### config.mk
export PLATFORM = sky130hd
export DESIGN_NAME = printer_alarm_annunciator
export DESIGN_NICKNAME = d
export VERILOG_FILES = /design/src/rtl/printer_alarm_annunciator.sv
export SDC_FILE = /design/constraint.sdc
export NUM_CORES = 1
export LEC_CHECK = 0
export CAP_MARGIN = 20
export CORE_ASPECT_RATIO = 1.2
export CORE_MARGIN = 2
export CORE_UTILIZATION = 50
export DETAILED_ROUTE_END_ITERATION = 10
export GPL_TIMING_DRIVEN = 1
export PLACE_DENSITY = 0.71
export SYNTH_ARGS = -nofsm -noshare
export SYNTH_HDL_FRONTEND = slang
export SYNTH_SLANG_ARGS = --single-unit
### constraint.sdc
create_clock -name clk -period 2.1 [get_ports clk]
set_clock_uncertainty 0.2 [all_clocks]
set_input_delay 0.42 -clock clk [delete_from_list [all_inputs] [get_ports clk]]
set_output_delay 0.42 -clock clk [all_outputs]
set_load 0.03 [all_outputs]
### src/rtl/printer_alarm_annunciator.sv
// Printer alarm annunciator: synchronise, debounce and acknowledge three
// alarm lines, driving blinking/steady lamps, a buzzer and an irq pulse.
module printer_alarm_annunciator #(
   parameter int DEBOUNCE_CYCLES = 4,
   parameter int BLINK_DIV       = 8
) (
   input  logic       clk,
   input  logic       rst_n,
   input  logic [2:0] alarm_in,
   input  logic       ack,
   output logic [2:0] lamp,
   output logic       buzzer,
   output logic [2:0] unack,
   output logic       irq
);

   typedef enum logic [1:0] {
      ST_NORMAL      = 2'd0,
      ST_ALARM_UNACK = 2'd1,
      ST_ALARM_ACK   = 2'd2,
      ST_RTN_UNACK   = 2'd3
   } state_e;

   localparam logic [7:0]  DB_LAST    = 8'(DEBOUNCE_CYCLES - 1);
   localparam logic [15:0] BLINK_LAST = 16'(BLINK_DIV - 1);

   logic [2:0]  s1_q, s1_d;
   logic [2:0]  s2_q, s2_d;
   logic [2:0]  filt_q, filt_d;
   logic [7:0]  cnt_q [3];
   logic [7:0]  cnt_d [3];
   state_e      state_q [3];
   state_e      state_d [3];
   logic [15:0] blink_cnt_q, blink_cnt_d;
   logic        blink_phase_q, blink_phase_d;
   logic        enter_q, enter_d;
   logic        irq_q, irq_d;

   always_comb begin
      s1_d          = alarm_in;
      s2_d          = s1_q;
      filt_d        = filt_q;
      enter_d       = 1'b0;
      irq_d         = enter_q;
      blink_cnt_d   = blink_cnt_q + 16'd1;
      blink_phase_d = blink_phase_q;
      for (int i = 0; i < 3; i++) begin
         cnt_d[i]   = cnt_q[i];
         state_d[i] = state_q[i];
      end

      if (blink_cnt_q == BLINK_LAST) begin
         blink_cnt_d   = 16'd0;
         blink_phase_d = ~blink_phase_q;
      end

      for (int i = 0; i < 3; i++) begin
         if (s2_q[i] == filt_q[i]) begin
            cnt_d[i] = 8'd0;
         end else if (cnt_q[i] == DB_LAST) begin
            filt_d[i] = s2_q[i];
            cnt_d[i]  = 8'd0;
         end else begin
            cnt_d[i] = cnt_q[i] + 8'd1;
         end

         unique case (state_q[i])
            ST_NORMAL: begin
               if (filt_q[i]) state_d[i] = ST_ALARM_UNACK;
            end
            ST_ALARM_UNACK: begin
               if (ack) state_d[i] = filt_q[i] ? ST_ALARM_ACK : ST_NORMAL;
               else if (!filt_q[i]) state_d[i] = ST_RTN_UNACK;
            end
            ST_ALARM_ACK: begin
               if (!filt_q[i]) state_d[i] = ST_NORMAL;
            end
            ST_RTN_UNACK: begin
               // A re-alarm outranks an acknowledge of the old return.
               if (filt_q[i]) state_d[i] = ST_ALARM_UNACK;
               else if (ack) state_d[i] = ST_NORMAL;
            end
            default: state_d[i] = ST_NORMAL;
         endcase

         if (state_d[i] == ST_ALARM_UNACK &&
             (state_q[i] == ST_NORMAL || state_q[i] == ST_RTN_UNACK))
            enter_d = 1'b1;
      end
   end

   always_ff @(posedge clk or negedge rst_n) begin
      if (!rst_n) begin
         s1_q          <= '0;
         s2_q          <= '0;
         filt_q        <= '0;
         blink_cnt_q   <= '0;
         blink_phase_q <= 1'b0;
         enter_q       <= 1'b0;
         irq_q         <= 1'b0;
         for (int i = 0; i < 3; i++) begin
            cnt_q[i]   <= '0;
            state_q[i] <= ST_NORMAL;
         end
      end else begin
         s1_q          <= s1_d;
         s2_q          <= s2_d;
         filt_q        <= filt_d;
         blink_cnt_q   <= blink_cnt_d;
         blink_phase_q <= blink_phase_d;
         enter_q       <= enter_d;
         irq_q         <= irq_d;
         for (int i = 0; i < 3; i++) begin
            cnt_q[i]   <= cnt_d[i];
            state_q[i] <= state_d[i];
         end
      end
   end

   always_comb begin
      lamp   = '0;
      unack  = '0;
      buzzer = 1'b0;
      for (int i = 0; i < 3; i++) begin
         unique case (state_q[i])
            ST_NORMAL:      lamp[i] = 1'b0;
            ST_ALARM_UNACK: lamp[i] = blink_phase_q;
            ST_ALARM_ACK:   lamp[i] = 1'b1;
            ST_RTN_UNACK:   lamp[i] = blink_phase_q;
            default:        lamp[i] = 1'b0;
         endcase
         unack[i] = (state_q[i] == ST_ALARM_UNACK) ||
                    (state_q[i] == ST_RTN_UNACK);
         if (state_q[i] == ST_ALARM_UNACK) buzzer = 1'b1;
      end
   end

   assign irq = irq_q;

endmodule

==> metrics.md, run 1 <==
| Metric | Value |
|---|---|
| Status | `completed` |
| WL final | `~5.4 mm` |
| CP max FO | `3` |
| Chip Width | `between 70 and 80 um` |
| Final RePlAce weighted congestion | `approximately 0.76` |
| Path type of the worst setup path | `reg2reg` |
| CP Capture Type | `flip-flop` |
| Most common cell after layout, fill and taps aside | `dfrtp_1` |
| Layout cells sized above 1 | `0.240` |
| Switching share of total power | `0.341` |
| CTS Buffer Depth | `2` |
| Via density | `~5.3` |
| Synth area leader | `dfrtp_1` |
| Fin worst setup slack | `approximately 0.014 ns` |
| H-tree depth | `3` |
| Post-synth EDFFs | `0` |
| CTS Root Cell | `clkbuf_8` |
| Hold Path Origin | `enter_q` |
| Setup-failing EPs final | `0` |
| Clock transition at path regs | `0.06 ns` |
| Syn. warnings | `0` |
| DRT antenna net count | `0` |
| Synth Area per Inst | `around 11 um^2` |
| RSZ-0062 raised after global routing | `true` |
| Gr usage total | `0.184` |
| Pre-CTS setup slack | `-0.226 ns` |
| Die area | `~6300 um^2` |
| Cell area after placement | `roughly 3200 um^2` |
| Worst-skew pair later-pin latency | `about 0.34 ns` |
| DR iter-0 viols | `102` |
| Reg power frac | `0.347` |
| Ant diodes | `0` |
| Cells on Worst Hold Path | `0` |
| Initial core utilization | `0.509` |
| Hold Path Class | `reg2reg` |
| Core area | `5560 um^2` |
| I/O pins | `14` |
| Final hold slack | `about 0.15 ns` |
| Worst-Margin Slew | `~0.43 ns` |
| Power share of the combinational group | `0.401` |
| Pint | `about 2800 uW` |
| Initial antenna violation count | `0` |
| Synthesized Nets | `just under 300` |
| Largest net degree at the start of global routing | `33` |
| Commonest cells after routing, fill and taps aside | `58 x dfrtp_1, 36 x nor2_1, 26 x buf_4` |
| Sequential fraction of the synthesis area | `0.514` |
| PortBufs | `13` |
| Tmin final | `roughly 2.1 ns` |
| Post-synth top flop | `dfrtp_1` |
| FF-to-FF Start | `state_q[2]` |
| Peak supply drop | `between 0.6 and 0.7 mV` |
| Final net count | `approximately 340` |
| Design area | `approximately 3500 um^2` |
| Fin Setup TNS | `0 ns` |
| Ys async rst share | `1.00` |
| Post-synthesis register bit count | `between 50 and 60` |
| DR pass1 iterations | `4` |
| Pwr Density | `approximately 1200 nW/um^2` |
| Layout area overhead | `24.3%` |
| Worst R2R Path Depth | `8` |
| GR Overflow Total | `0` |
| Hpwl dp | `approximately 3.5 mm` |
| Synth top area share | `0.514` |
| Clock share of power | `0.252` |
| Row count | `30` |
| CP required | `2.12 ns` |
| CTS Buf Count | `9` |
| Slew margin rel. | `0.716` |
| Max frequency | `~480 MHz` |
| Max Cap Viol | `0` |
| Synth cell types | `39` |
| Slew Viols, Final | `0` |
| Worst setup SP type | `flip-flop` |
| Largest cells by area after synthesis | `dfrtp_1 51%, ha_1 7.1%, xor2_1 6.2%` |
| Mapped Area | `2830 um^2` |
| CTS Sinks | `just under 60` |
| Crit path from | `state_q[2]` |
| CP Data Arrival Time | `around 2.1 ns` |
| Post-Syn Instances | `between 200 and 300` |
| Fin crit share | `0.993` |
| Via count | `~2000` |
| Final hold vios | `0` |
| Wirelength per Cell | `about 14 um` |
| NetSw | `between 1000 and 1500 uW` |
| CTS tree | `yes` |
| First-pass GRT wire length | `slightly below 9 mm` |
| Vias in the first global route | `slightly below 2000` |
| Die height | `86.4 um` |
| P_leak | `between 0.0015 and 0.002 uW` |
| DRC errors left | `0` |
[power groups by stage]
stage / sequential [uW] / clock, uW / combinational [uW]
3_3_place_gp: 1450 / 0 / 1490
6_report: 1460 / 1060 / 1680
4_1_cts: 1440 / 1080 / 1550
2_1_floorplan: 1440 / 0 / 936
5_1_grt: 1480 / 1130 / 1860
3_5_place_dp: 1460 / 0 / 1520
[metrics by stage]
step	util	total power, uW	cells
finish	0.633	4200	385
global route	0.633	4480	385
CTS	0.621	4070	384
detailed placement	0.581	2980	368
global placement	0.581	2940	368
floorplan	-	2370	268
[state kept, by name, summed over array words and instances (netlist names)]
signal         count
blink_cnt_q       16
blink_phase_q      1
cnt_q             24
enter_q            1
filt_q             3
irq                1
s1_q               3
s2_q               3
state_q            6
[cells by family after synthesis]
logic type | after synthesis | share of synthesized area
multiplexers | 3 | 0.0133
flip-flops | 58 | 0.514
XOR/XNOR | 37 | 0.115
buffers and inverters | 13 | 0.0212
AND/OR/NAND/NOR | 119 | 0.218
AO/OA/AOI/OAI | 22 | 0.0487
adder cells (fa/ha/maj) | 16 | 0.0708
[Yosys cell counts, types with 5 or more instances]
cell	instances
dfrtp_1	58
a21oi_1	5
and3_1	8
nor3_1	6
ha_1	16
nand2_1	18
nor2_1	37
xnor2_1	17
inv_1	9
xor2_1	20
o21ai_0	10
nand3_1	18
[worst max-delay path, stage by stage (launching register included)]
cell	delay, ns
dfrtp_1	0.41
buf_6	0.14
ha_2	0.18
buf_4	0.13
buf_4	0.12
o21a_1	0.17
o32a_1	0.33
or3b_4	0.23
nand3_1	0.06
[per-layer routing]
layer,global-route usage,vias to the layer above,part of all wire
li1,-,1019,-
met1,0.249,973,0.48
met2,0.272,24,0.47
met3,0.0453,12,0.026
met4,0.101,0,0.026
met5,0,-,0
[area by class of cell]
| class | instances | area (um^2) |
|---|---|---|
| timing repair buffer | 42 | 354 |
| multi-input combinational | 197 | 1390 |
| inverter | 9 | 33.8 |
| fill | 463 | 2040 |
| clock inverter | 2 | 35.0 |
| sequential | 58 | 1450 |
| clock buffer | 13 | 169 |
| tap | 64 | 80.1 |
[worst paths after layout]
| check | slack, ns | to |
|---|---|---|
| max | 0.01 | enter_q |
| min | 0.15 | irq |
| max reg2reg | 0.01 | enter_q |
| min reg2reg | 0.15 | irq |
| max in group asynchronous | 0.85 | enter_q |
| min in group asynchronous | 0.35 | cnt_q[21] |
[what timing repair did]
action	in CTS	in global routing
hold endpoints to repair	16	0
setup endpoints to repair	6	15
hold buffers	1	0
buffers inserted	0	1
gates resized for setup	29	22
cloned	0	0
pin swaps	1	4
No activity file was read; power rests on OpenSTA's default activity.
==> run 2: changes to the inputs <==
--- a/config.mk
+++ b/config.mk
@@ -5,7 +5,6 @@
 export SDC_FILE = /design/constraint.sdc
 export NUM_CORES = 1
 export LEC_CHECK = 0
-export CAP_MARGIN = 20
 export CORE_ASPECT_RATIO = 1.2
 export CORE_MARGIN = 2
 export CORE_UTILIZATION = 50
==> constraint.sdc (replaced) <==
create_clock -name clk -period 2.1 [get_ports clk]
set_clock_uncertainty 0.2 [all_clocks]
set_input_delay 0.42 -clock clk [delete_from_list [all_inputs] [get_ports clk]]
set_output_delay 0.42 -clock clk [all_outputs]
set_load 0.01 [all_outputs]
==> metrics.md, run 2 (synthesis results as in run 1) <==
| Metric | Value |
|---|---|
| Via density | `5.24 (was 5.27)` |
| Vias in the first global route | `1910 (was 1956)` |
| Max frequency | `471 MHz (was 479 MHz)` |
| DR pass1 iterations | `4 (unchanged)` |
| Wirelength per Cell | `13.0 um (was 14.0 um)` |
| Violated checks | `negative setup slack` |
| Worst setup SP type | `flip-flop (unchanged)` |
| FF/Latch Area | `1450 um^2 (unchanged)` |
| Final hold slack | `0.146 ns (was 0.147 ns)` |
| Layout area overhead | `24.8% (was 24.3%)` |
| DRC errors left | `0 (unchanged)` |
| Chip Width | `72.6 um (unchanged)` |
| Fin worst setup slack | `-0.0234 ns (was 0.0137 ns)` |
| FF-to-FF Start | `state_q[1] (was state_q[2])` |
| PortBufs | `13 (unchanged)` |
| CP required | `1.48 ns (was 2.12 ns)` |
| Fin crit share | `1.01 (was 0.993)` |
| Crit path from | `state_q[0] (was state_q[2])` |
| Via count | `2008 (was 2028)` |
| I/O pins | `14 (unchanged)` |
| CP peak stage delay | `0.39 ns (was 0.41 ns)` |
| Die height | `86.4 um (unchanged)` |
| P_leak | `0.00165 uW (about the same)` |
| Slew Viols, Final | `0 (unchanged)` |
| Slew margin rel. | `0.685 (was 0.716)` |
| # fillers | `448 (was 463)` |
| Peak supply drop | `0.568 mV (was 0.686 mV)` |
| Fin util | `0.635 (was 0.633)` |
| CP Capture Type | `output port (was flip-flop)` |
| GR Overflow Total | `0 (unchanged)` |
| Slowest cell on crit path | `dfrtp_1 (unchanged)` |
| Hpwl dp | `3.28 mm (was 3.54 mm)` |
| Core area | `5560 um^2 (unchanged)` |
| Final hold vios | `0 (unchanged)` |
| H-tree depth | `3 (unchanged)` |
| Max Cap Viol | `0 (unchanged)` |
| Hold Path Class | `reg2reg (unchanged)` |
| CTS Sinks | `58 (unchanged)` |
| Setup-failing EPs final | `1 (was 0)` |
| CTS Buffer Depth | `2 (unchanged)` |
| Max reg flops | `24 (unchanged)` |
| Worst-Margin Slew | `0.467 ns (was 0.427 ns)` |
| DRT antenna net count | `0 (unchanged)` |
| Pwr Density | `1190 nW/um^2 (about the same)` |
| Largest Register | `cnt_q (unchanged)` |
| Commonest cells after routing, fill and taps aside | `58 x dfrtp_1, 35 x nor2_1, 22 x buf_4 (was 58 x dfrtp_1, 36 x nor2_1, 26 x buf_4)` |
| CTS tree | `yes (unchanged)` |
| Top Registers | `cnt_q (24), blink_cnt_q (16), state_q (6) (unchanged)` |
| Most common cell after layout, fill and taps aside | `dfrtp_1 (unchanged)` |
| First-pass GRT wire length | `8.47 mm (was 8.82 mm)` |
| Die area | `6270 um^2 (unchanged)` |
| DR iter-0 viols | `85 (was 102)` |
| CP max FO | `4 (was 3)` |
| Initial core utilization | `0.509 (unchanged)` |
| Top delay family on crit path | `flip-flops (was compound AO/OA/AOI/OAI gates)` |
| Status | `finished with violations (was completed)` |
| WL final | `4.97 mm (was 5.41 mm)` |
| Path type of the worst setup path | `reg2out (was reg2reg)` |
| Hold Path Origin | `s1_q[0] (was enter_q)` |
| Row count | `30 (unchanged)` |
| Initial antenna violation count | `0 (unchanged)` |
| CTS Buf Count | `9 (unchanged)` |
| Worst-skew pair later-pin latency | `0.34 ns (about the same)` |
| Layout cells sized above 1 | `0.219 (was 0.240)` |
| CP Cell Sequence | `buf_6, ha_4, or3_1, buf_2 (was buf_6, ha_2, buf_4, buf_4, o21a_1, o32a_1, or3b_4, nand3_1)` |
| Fin Setup TNS | `-0.0234 ns (was 0 ns)` |
| RSZ-0062 raised after global routing | `true (unchanged)` |
| CP Data Arrival Time | `1.50 ns (was 2.11 ns)` |
| Final net count | `336 (was 339)` |
| Area of the multi-input gates | `1390 um^2 (about the same)` |
| Gr usage total | `0.177 (was 0.184)` |
| CP bufs+invs | `2 (was 3)` |
| Ant diodes | `0 (unchanged)` |
| CTS Root Cell | `clkbuf_8 (unchanged)` |
| Clock transition at path regs | `0.07 ns (was 0.06 ns)` |
| Largest net degree at the start of global routing | `59 (was 33)` |
| Final RePlAce weighted congestion | `0.813 (was 0.762)` |
| Tmin final | `2.12 ns (was 2.09 ns)` |
[run 2: power by group]
group	internal (uW)	total, uW	switching, uW
logic	820	1560	736
clock network	763	1210	442
registers	1290	1440	148
[run 2: worst register-to-register path, stage by stage (launching register included)]
cell      delay [ns]
dfrtp_1         0.37
buf_4           0.13
buf_4           0.12
buf_4           0.14
ha_2            0.17
nand2b_4        0.14
a21oi_2         0.16
nor4b_1         0.08
or3b_2          0.44
nand3_1         0.07
[run 2: layer usage]
metal  track usage  wire length, um  vias up
li1              -                -     1007
met1         0.228             2320      965
met2         0.267             2370       29
met3        0.0605              184        7
met4        0.0859               93        0
met5             0                0        -
[run 2: metrics by stage]
stage	setup slack, ns	instance area [um^2]	power, uW	instances
after floorplan	0.0899	2830	2260	268
after detailed placement	-0.187	3160	2780	360
after global routing	-0.0674	3530	4450	383
after global placement	-0.162	3160	2740	360
after CTS	-0.0111	3460	4060	381
final	-0.0234	3530	4200	383
[run 2: worst paths after layout]
path,end,slack [ns],cells after the start
max,buzzer,-0.02,4
min,s2_q[0],0.15,0
max reg2reg,enter_q,0.01,9
min reg2reg,s2_q[0],0.15,0
max in group asynchronous,blink_cnt_q[4],1.03,3
min in group asynchronous,cnt_q[20],0.43,3
[run 2: what timing repair did]
action	in CTS	in global routing
hold endpoints to repair	58	0
pin swaps	3	2
setup buffers	4	2
hold buffers	1	0
resized for setup	26	11
endpoints found under the setup margin	7	11
gates cloned	0	0
[run 2: cell type report]
type                       count  area share
inverter                       9     0.00958
tap                           64      0.0227
sequential                    58       0.411
clock buffer                  12      0.0468
multi-input combinational    197       0.394
clock inverter                 4      0.0206
timing repair buffer          39      0.0951
